[config.mk]
export PLATFORM = sky130hd
export DESIGN_NAME = screen_rom_arbiter
export DESIGN_NICKNAME = d
export VERILOG_FILES = /design/src/rtl/screen_rom_pkg.sv /design/src/rtl/rom_tag_pipe.sv /design/src/rtl/screen_rom_arbiter.sv
export SDC_FILE = /design/constraint.sdc
export NUM_CORES = 1
export LEC_CHECK = 0
export BUFFER_PORTS_ARGS = -buffer_cell sky130_fd_sc_hd__buf_2
export CORE_MARGIN = 8
export CORE_UTILIZATION = 41
export DETAILED_ROUTE_END_ITERATION = 10
export PLACE_DENSITY_LB_ADDON = 0.1
export SYNTH_ARGS = -nofsm -noshare
export SYNTH_HDL_FRONTEND = slang
export SYNTH_HIERARCHICAL = 1
export SYNTH_SLANG_ARGS = --single-unit
[constraint.sdc]
create_clock -name i_clk -period 0.95 [get_ports i_clk]
set_input_delay 0.095 -clock i_clk [delete_from_list [all_inputs] [get_ports i_clk]]
set_output_delay 0.095 -clock i_clk [all_outputs]
set_load 0.05 [all_outputs]
[src/rtl/screen_rom_pkg.sv]
// Shared constants, arbiter state and in-flight tag type for the screen ROM arbiter.
package screen_rom_pkg;
    localparam int ADDR_W     = 17;
    localparam int DATA_W     = 8;
    localparam int IMG_WORDS  = 117750;
    localparam int STARVE_MAX = 4;

    typedef enum logic [1:0] {IDLE, SERVE0, SERVE1} arb_state_e;

    typedef struct packed {
        logic vld;
        logic id;
        logic oor;
    } tag_t;
endpackage

[src/rtl/rom_tag_pipe.sv]
// Two-stage tag shift register matching the address-register plus ROM-register latency.
module rom_tag_pipe
    import screen_rom_pkg::*;
(
    input  logic i_clk,
    input  logic i_rst_n,
    input  logic i_vld,
    input  logic i_id,
    input  logic i_oor,
    output logic o_vld,
    output logic o_id,
    output logic o_oor
);
    tag_t [2:1] vld_pipe_q, vld_pipe_d;

    always_comb begin
        vld_pipe_d[1] = '{vld: i_vld, id: i_id, oor: i_oor};
        vld_pipe_d[2] = vld_pipe_q[1];
    end

    always_ff @(posedge i_clk or negedge i_rst_n) begin
        if (!i_rst_n) vld_pipe_q <= '0;
        else          vld_pipe_q <= vld_pipe_d;
    end

    assign o_vld = vld_pipe_q[2].vld;
    assign o_id  = vld_pipe_q[2].id;
    assign o_oor = vld_pipe_q[2].oor;
endmodule

[src/rtl/screen_rom_arbiter.sv]
// Two-requester arbiter in front of a synchronous single-port pixel ROM.
// Define ARB_STARVE_GUARD_EN to let requester 1 win after STARVE_MAX consecutive denials.
module screen_rom_arbiter
    import screen_rom_pkg::*;
#(
    parameter int ADDR_W     = screen_rom_pkg::ADDR_W,
    parameter int DATA_W     = screen_rom_pkg::DATA_W,
    parameter int IMG_WORDS  = screen_rom_pkg::IMG_WORDS,
    parameter int STARVE_MAX = screen_rom_pkg::STARVE_MAX
) (
    input  logic              i_clk,
    input  logic              i_rst_n,
    input  logic              i_req0_valid,
    input  logic [ADDR_W-1:0] i_req0_addr,
    output logic              o_req0_ready,
    input  logic              i_req1_valid,
    input  logic [ADDR_W-1:0] i_req1_addr,
    output logic              o_req1_ready,
    output logic              o_rsp0_valid,
    output logic              o_rsp1_valid,
    output logic [DATA_W-1:0] o_rsp_data,
    output logic [ADDR_W-1:0] o_rom_addr,
    input  logic [DATA_W-1:0] i_rom_data,
    output logic              o_oor_err
);
    if (STARVE_MAX < 1) begin : g_bad_cfg
        $error("STARVE_MAX must be at least 1");
    end

    arb_state_e        state;
    logic              starve1;
    logic [ADDR_W-1:0] gnt_addr;
    logic              gnt_oor;
    logic [ADDR_W-1:0] rom_addr_q, rom_addr_d;
    logic              tag_vld, tag_id, tag_oor;

`ifdef ARB_STARVE_GUARD_EN
    localparam int CNT_W = $clog2(STARVE_MAX + 1);
    logic [CNT_W-1:0] starve_cnt_q, starve_cnt_d;

    assign starve1 = (starve_cnt_q == CNT_W'(STARVE_MAX));

    // Counts only uninterrupted denials; any gap in req1 valid restarts the count.
    always_comb begin
        starve_cnt_d = starve_cnt_q;
        if (!i_req1_valid || o_req1_ready) starve_cnt_d = '0;
        else if (!starve1)                 starve_cnt_d = starve_cnt_q + 1'b1;
    end

    always_ff @(posedge i_clk or negedge i_rst_n) begin
        if (!i_rst_n) starve_cnt_q <= '0;
        else          starve_cnt_q <= starve_cnt_d;
    end
`else
    assign starve1 = 1'b0;
`endif

    // Grant decision is made fresh every cycle; nothing is granted while reset is held.
    always_comb begin
        state = IDLE;
        if (!i_rst_n)                                       state = IDLE;
        else if (i_req1_valid && (starve1 || !i_req0_valid)) state = SERVE1;
        else if (i_req0_valid)                              state = SERVE0;
    end

    assign o_req0_ready = (state == SERVE0);
    assign o_req1_ready = (state == SERVE1);
    assign gnt_addr     = (state == SERVE1) ? i_req1_addr : i_req0_addr;
    assign gnt_oor      = (32'(gnt_addr) >= 32'(IMG_WORDS));

    always_comb begin
        rom_addr_d = rom_addr_q;
        if (state != IDLE) rom_addr_d = gnt_addr;
    end

    always_ff @(posedge i_clk or negedge i_rst_n) begin
        if (!i_rst_n) rom_addr_q <= '0;
        else          rom_addr_q <= rom_addr_d;
    end

    assign o_rom_addr = rom_addr_q;

    rom_tag_pipe u_tag_pipe (
        .i_clk   (i_clk),
        .i_rst_n (i_rst_n),
        .i_vld   (state != IDLE),
        .i_id    (state == SERVE1),
        .i_oor   (gnt_oor),
        .o_vld   (tag_vld),
        .o_id    (tag_id),
        .o_oor   (tag_oor)
    );

    // Outputs decode straight from the reset-cleared tag so reset zeroes them at once.
    assign o_rsp0_valid = tag_vld && !tag_id;
    assign o_rsp1_valid = tag_vld && tag_id;
    assign o_oor_err    = tag_vld && tag_oor;
    assign o_rsp_data   = (tag_vld && !tag_oor) ? i_rom_data : '0;
endmodule

# == Yosys cells after proc, flatten, opt, wreduce, memory -nomap -nowiden ==
# Cells that the tools add are included.
# totals
regBits,23
latch_bits,0
mem_bits_rw,0
romBits,0
elab_cells,24
n_memories,0
# classes
addsub,0
mul,0
div,0
order_cmp,1
eq_ne,2
shift,0
mux,5
bitwise,0
reduce_logical,9
# ops
op,count
$ge A17 B17 Y1 const B,1
$mux W17,1
$mux W8,1
$logic_and A1 B1 Y1,5
$mux W2,2
$logic_not A1 Y1,3
$eq A2 B1 Y1 const B,1
$eq A2 B2 Y1 const B,1
$reduce_bool A2 Y1,1
$mux W1,1

# == Depth between registers and ports, before layout ==
# Gate-level depths: netlist (run 1).
# logic_depth
depth_word,7
depth_mapped,5
ltp_nobuf,4

# == Modules after synthesis ==
# Netlist (run 1), hierarchy kept.
# modules_own_cells
module,instances,cells_each,area_per_inst_um2
screen_rom_arbiter,1,109,1021.0
rom_tag_pipe,1,6,150.1

# == Worst setup path after synthesis (run 1) ==
# OpenSTA, ideal clock, no wires.
# synth_timing
path_kind,register to output
start,"register u_tag_pipe.vld_pipe_q, in the netlist u_tag_pipe/o_vld"
end,output o_rsp0_valid
t_arrival_ns,1.055
path_slack_ns,-0.200
path_stages_with_launch,2
cell_sequence,dfrtp_1 -> nor2b_1
# synth_via
elab_chain_cells,1
# synth_lines
element,line_no,text
from (decl),rom_tag_pipe.sv:14,"tag_t [2:1] vld_pipe_q, vld_pipe_d;"
from (signal assigned),rom_tag_pipe.sv:23,else vld_pipe_q <= vld_pipe_d;
$logic_and A1 B1 Y1,screen_rom_arbiter.sv:95,assign o_rsp0_valid = tag_vld && !tag_id;
to (decl),screen_rom_arbiter.sv:19,"output logic o_rsp0_valid,"
# No other way between the ends.

# == Final worst setup path (run 1) ==
# layout_timing
start,"register u_tag_pipe.vld_pipe_q, in the netlist u_tag_pipe/o_oor"
end,output o_rsp_data[3]
# layout_via
elab_chain_cells,3
# layout_lines
element,line_no,text
$logic_not A1 Y1,screen_rom_arbiter.sv:98,assign o_rsp_data = (tag_vld && !tag_oor) ? i_rom_data : '0;
$logic_and A1 B1 Y1,screen_rom_arbiter.sv:98,
$mux W8,screen_rom_arbiter.sv:98,
to (decl),screen_rom_arbiter.sv:21,"output logic [DATA_W-1:0] o_rsp_data,"
# No other way between the ends.

==> impl_metrics.json, run 1 <==
{
  "synth_seq_cells": 23,
  "slew_headroom_pct": 81.80,
  "max_stage_delay_ns": 0.43,
  "h-tree-depth": 1,
  "crit_required_ns": 0.85,
  "via_per_inst": 5.123,
  "grt_usage_pct": 15.50,
  "endpoint_kind": "primary output",
  "synth_area_per_cell_sq_um": 10.18,
  "dieArea_sq_um": 4823,
  "worst-path-max-fanout": 8,
  "ant_nets": 0,
  "ff2ff_setup_slack_ns": 0.08,
  "crit_slowest_cell": "dfrtp_1",
  "fillers": 219,
  "hpwl_microns": 2897,
  "cts_buffer_depth": 2,
  "hp-class": "input port to flop",
  "violations": "negative setup slack",
  "cts_tree": "done",
  "fp.dieH_microns": 69.45,
  "drv_slew": 0,
  "finalPower_w": 0.002805,
  "dr.pass1.iters": 4,
  "min_period_over_period_pct": 142.4,
  "timing.critical_path.cells": "nor2b_4, and2_2, buf_8",
  "insertion_delay_ns": 0.31,
  "setup_viol": 28,
  "place_congestion": 0.8252,
  "layout.nets": 251,
  "boundaryPins": 76,
  "p_per_area_nw_per_um2": 1449,
  "hold_depth": 3,
  "num_vias": 1204,
  "muxShareOfSynthArea_pct": 14.53,
  "yosys_warnings": 6,
  "ys_types": 20,
  "cts_made_buffers": 3,
  "grt.overflow.total": 0,
  "worst_pin_slew_ns": 0.2730,
  "synth_compound_area_share_pct": 12.50,
  "port_buffers": 75,
  "drt_iter0_markers": 73,
  "hold_viol": 0,
  "status": "complete, but fails checks",
  "area_delta_synth_final_pct": 65.28,
  "skew_ns": 0.0005692,
  "clk_pin_slew_ns": 0.13,
  "synth_top_family_by_area": "simple AND/OR/NAND/NOR gates",
  "wire_per_inst_microns": 16.39,
  "fin_crit_ns": 1.353,
  "numClockSinks": 23,
  "start_util_pct": 42.84,
  "leakagePower_nw": 1.067,
  "max-cap-violations": 0,
  "die_w_microns": 69.45,
  "grt_pass1_vias": 1307,
  "drc": 0,
  "grt_pass1_wl_microns": 6272,
  "final_common_cell": "buf_2",
  "rsz0062_at_grt": "true",
  "antenna_found_initial": 0,
  "fmax_ghz": 0.7393,
  "synthAdderAreaFrac_pct": 0,
  "drt_wl_total_microns": 3852,
  "layout_common_cells": "46 x buf_2, 26 x buf_6, 23 x dfrtp_1, 18 x o21ai_1",
  "setup_ws_ns": -0.4027,
  "whs_ns": 0.06418,
  "start_kind": "flop",
  "coreArea_sq_um": 2734,
  "syn_area_sq_um": 1171,
  "reg2reg_depth": 4,
  "min_from": "i_req1_addr[0]",
  "timing.critical_path.arrival_ns": 1.26,
  "cts_root_buf": "clkbuf_4",
  "grt_max_degree": 36,
  "netlist_instances": 115,
  "row_count": 19,
  "drive_gt1_share_pct": 52.94,
  "r2r-start": "o_rom_addr[15]",
  "r2r_end": "o_rom_addr[15]",
  "ir_drop_mv": 1.019,
  "min_to": "o_rom_addr[0]",
  "synth_fp_nets": 161,
  "path_class": "flop to primary output",
  "synthXorXnorAreaFrac_pct": 0,
  "synthSimpleGateAreaFrac_pct": 19.98,
  "ys_seq_area_share_pct": 49.15,
  "cp-startpoint": "u_tag_pipe/o_oor",
  "diodes": 0
}
## layout make-up
type                       instances  area [sq um]  area share (%)
clock buffer                       3         22.52           1.164
clock inverter                     1         5.005          0.2586
inverter                           2         7.507          0.3878
multi-input combinational         85         580.6           29.99
sequential                        23         575.6           29.73
tap                               31         38.79           2.004
timing repair buffer              90         705.7           36.46
## synthesized netlist by cell type
library cell | number | area share, %
nor3_1 | 3 | 1.3
nor4_1 | 1 | 0.53
buf_2 | 3 | 1.3
nand3b_4 | 1 | 1.7
nor2_4 | 1 | 0.96
nand3_1 | 3 | 1.3
dfrtp_1 | 23 | 49
o21ai_2 | 1 | 0.75
inv_2 | 2 | 0.64
nor2b_1 | 2 | 1.1
o21ai_1 | 18 | 7.7
a211o_1 | 2 | 1.5
nand2_1 | 17 | 5.4
a22oi_1 | 2 | 1.3
and4_1 | 1 | 0.75
mux2i_1 | 17 | 15
nand4_1 | 2 | 1.1
and2_1 | 11 | 5.9
a21oi_1 | 3 | 1.3
buf_6 | 2 | 1.9
## routing by layer
| metal | vias to the layer above | wire length [microns] | global-route usage, % |
|---|---|---|---|
| met1 | 552 | 1581 | 18.52 |
| met4 | 0 | 59 | 5.923 |
| met2 | 58 | 1949 | 25.51 |
| met5 | - | 0 | 0 |
| met3 | 8 | 261 | 4.435 |
| li1 | 586 | - | - |
## critical path: cells and delay by family (launching register included)
kind / cells / cell delay (ns)
flip-flops: 1 / 0.43
buffers and inverters: 1 / 0.15
AND/OR/NAND/NOR: 2 / 0.37
## logic make-up (layout without fill, tap and decap cells)
family          after synthesis  count (layout)
compound gates               26              26
buf+inv                       7              96
flops                        23              23
mux                          17              17
simple gates                 42              42
## state kept, by name, summed over array words and instances (netlist names)
name / flops
u_tag_pipe/o_vld: 1
o_rom_addr: 17
u_tag_pipe/o_id: 1
u_tag_pipe/vld_pipe_d: 3
u_tag_pipe/o_oor: 1
## power by group
group / total, W / internal, W / leakage, nW / switching [W]
combinational: 0.00118 / 0.000476 / 0.762 / 0.000707
clock: 0.000463 / 0.000157 / 0.0177 / 0.000306
sequential: 0.00116 / 0.00108 / 0.287 / 0.0000747
## worst max-delay path by stage
stage / end / slack (ns) / cells past startpoint
finish: o_rsp_data[3] / -0.40 / 3
global placement: o_rsp_data[7] / -0.12 / 3
global route: o_rsp_data[3] / -0.48 / 3
floorplan: o_rsp_data[1] / -0.009 / 2
detailed placement: o_rsp_data[4] / -0.17 / 3
CTS: o_rsp_data[2] / -0.39 / 3
## repair_timing
item / in CTS / in global routing
resized for setup: 65 / 2
pin swaps: 1 / 1
setup endpoints to repair: 29 / 29
buffers inserted: 2 / 3
hold buffers: 2 / 0
endpoints found under the hold margin: 23 / 0
## stage by stage
step / util [%] / instance area (sq um) / cells / setup TNS [ns] / worst slack (ns)
after global routing: 70.80 / 1936 / 235 / -5.888 / -0.4769
after detailed placement: 60.14 / 1644 / 225 / -1.552 / -0.1726
after global placement: 60.14 / 1644 / 225 / -1.116 / -0.1195
final: 70.80 / 1936 / 235 / -4.400 / -0.4027
after floorplan: - / 1187 / 115 / -0.06038 / -0.008625
after CTS: 69.98 / 1913 / 233 / -4.543 / -0.3939
Note: power is estimated with default switching activity, not from simulation.
==> inputs of run 2 (changes only) <==
==> constraint.sdc (replaced) <==
create_clock -name i_clk -period 0.95 [get_ports i_clk]
set_input_delay 0.1425 -clock i_clk [delete_from_list [all_inputs] [get_ports i_clk]]
set_output_delay 0.1425 -clock i_clk [all_outputs]
set_load 0.05 [all_outputs]
==> impl_metrics.json, run 2 (synthesis results as in run 1) <==
{
  "use_met3_pct": 4.721,
  "finalPower_w": 0.002876,
  "start_util_pct": 42.84,
  "use_met1_pct": 17.49,
  "num_vias": 1258,
  "boundaryPins": 76,
  "setup_ws_ns": -0.4526,
  "largest_reg_flops": 17,
  "cts_made_buffers": 3,
  "area_delta_synth_final_pct": 73.61,
  "grt_pass1_vias": 1358,
  "h-tree-depth": 1,
  "row_count": 19,
  "worst-path-max-fanout": 8,
  "multi_input_area_sq_um": 579.3,
  "p_per_area_nw_per_um2": 1415,
  "status": "complete, but fails checks",
  "finalNonFillerCells": 248,
  "fp.dieH_microns": 69.45,
  "drt_wl_total_microns": 3906,
  "slew_headroom_pct": 78.34,
  "insertion_delay_ns": 0.31,
  "p_clk_share_pct": 15.9,
  "hpwl_microns": 2910,
  "grt.busiest_layer": "met2",
  "setup_viol": 28,
  "cts_buffer_depth": 2,
  "ant_nets": 0,
  "crit_required_ns": 0.81,
  "cts_tree": "done",
  "worst_pin_slew_ns": 0.3239,
  "grt.overflow.total": 0,
  "fmax_ghz": 0.7130,
  "skew_ns": 0.001095,
  "leakagePower_nw": 1.126,
  "min_period_over_period_pct": 147.6,
  "rsz0062_at_grt": "true",
  "clk_pin_slew_ns": 0.13,
  "dr.pass1.iters": 4,
  "hold_viol": 0,
  "hp-class": "input port to flop",
  "timing.critical_path.arrival_ns": 1.26,
  "final_common_cell": "buf_2",
  "violations": "negative setup slack",
  "path_class": "flop to primary output",
  "cp-startpoint": "u_tag_pipe/o_oor",
  "antenna_found_initial": 0,
  "via_per_inst": 5.073,
  "drv_slew": 0,
  "fillers": 193,
  "wire_per_inst_microns": 15.75,
  "intPower_w": 0.001776,
  "met2_usage_pct": 26.54,
  "min_from": "i_req1_addr[0]",
  "fin_area_sq_um": 2033,
  "max-cap-violations": 0,
  "diodes": 0,
  "post-place-cells": 226,
  "tns_ns": -5.807,
  "layout_common_cells": "45 x buf_2, 25 x buf_6, 25 x buf_4, 23 x dfrtp_1, 18 x o21ai_1",
  "start_kind": "flop",
  "pwr-share-comb_pct": 43.7,
  "layout.nets": 264,
  "numClockSinks": 23,
  "port_buffers": 75,
  "cts_root_buf": "clkbuf_4",
  "place_congestion": 0.8266,
  "drive_gt1_share_pct": 55.76,
  "grt_usage_pct": 15.46,
  "ir_drop_mv": 1.195,
  "endpoint_kind": "primary output",
  "r2r-start": "o_rom_addr[9]",
  "coreArea_sq_um": 2734,
  "drc": 0,
  "grt_pass1_wl_microns": 6244,
  "dieArea_sq_um": 4823,
  "swShare_pct": 38.24,
  "fin_crit_ns": 1.403,
  "p_seq_share_pct": 40.3,
  "grt_max_degree": 19,
  "placed_area_sq_um": 1639,
  "switchingPower_w": 0.001100,
  "seqCellArea_sq_um": 575.6,
  "die_w_microns": 69.45,
  "drt_iter0_markers": 34
}
## run 2: cell count changes in the layout (fill, tap and decap cells not counted), sizes merged
cell | before | now
buf | 88 | 101
## run 2: stage by stage
stage	hold WS, ns	worst slack (ns)	utilization [%]
6_report	0.1047	-0.4526	74.37
5_1_grt	0.1114	-0.5311	74.37
4_1_cts	0.1044	-0.4358	70.53
3_3_place_gp	0.1469	-0.1676	59.95
3_5_place_dp	0.1505	-0.2084	59.95
2_1_floorplan	-0.1531	-0.05613	-
## run 2: timing repair
item                       in CTS  in global routing
hold buffers                    2                  0
buffers inserted                5                 12
gates resized for setup        66                  4
pin swaps                       1                  0
setup endpoints to repair      30                 29
hold endpoints to repair       23                  0
## run 2: critical path, cell delays in order (launching register included)
cell     delay [ns]
dfrtp_1        0.43
nor2b_4        0.18
and2_2         0.18
buf_6          0.16
## run 2: final timing paths
path / endpoint / slack [ns] / cells after the start
hold / removal: o_rom_addr[0] / 0.10 / 3
setup reg to reg: o_rom_addr[9] / 0.08 / 4
min in group asynchronous: u_tag_pipe/vld_pipe_d[4] / 0.39 / 3
setup / recovery: o_rsp_data[2] / -0.45 / 3
max in group asynchronous: o_rom_addr[8] / 0.29 / 3
hold reg to reg: u_tag_pipe/o_oor / 0.37 / 0
## run 2: layout make-up
cell class / instances / share of cell area [%]
Clock buffer: 3 / 1.108
Clock inverter: 1 / 0.2462
Multi-Input combinational cell: 85 / 28.49
Inverter: 2 / 0.3692
Timing Repair Buffer: 103 / 39.57
Tap cell: 31 / 1.908
Sequential cell: 23 / 28.31
## run 2: power groups by stage
stage	Sequential (W)	Combinational [W]	Clock, W
3_5_place_dp	0.00115	0.000969	0
2_1_floorplan	0.00148	0.000307	0
5_1_grt	0.00117	0.00133	0.000530
6_report	0.00116	0.00126	0.000458
4_1_cts	0.00116	0.00118	0.000472
3_3_place_gp	0.00115	0.000958	0
## run 2: metal layers
metal	routed length, microns	vias to the layer above
met4	74	0
met3	252	7
met1	1575	598
met5	0	-
li1	-	607
met2	2003	46
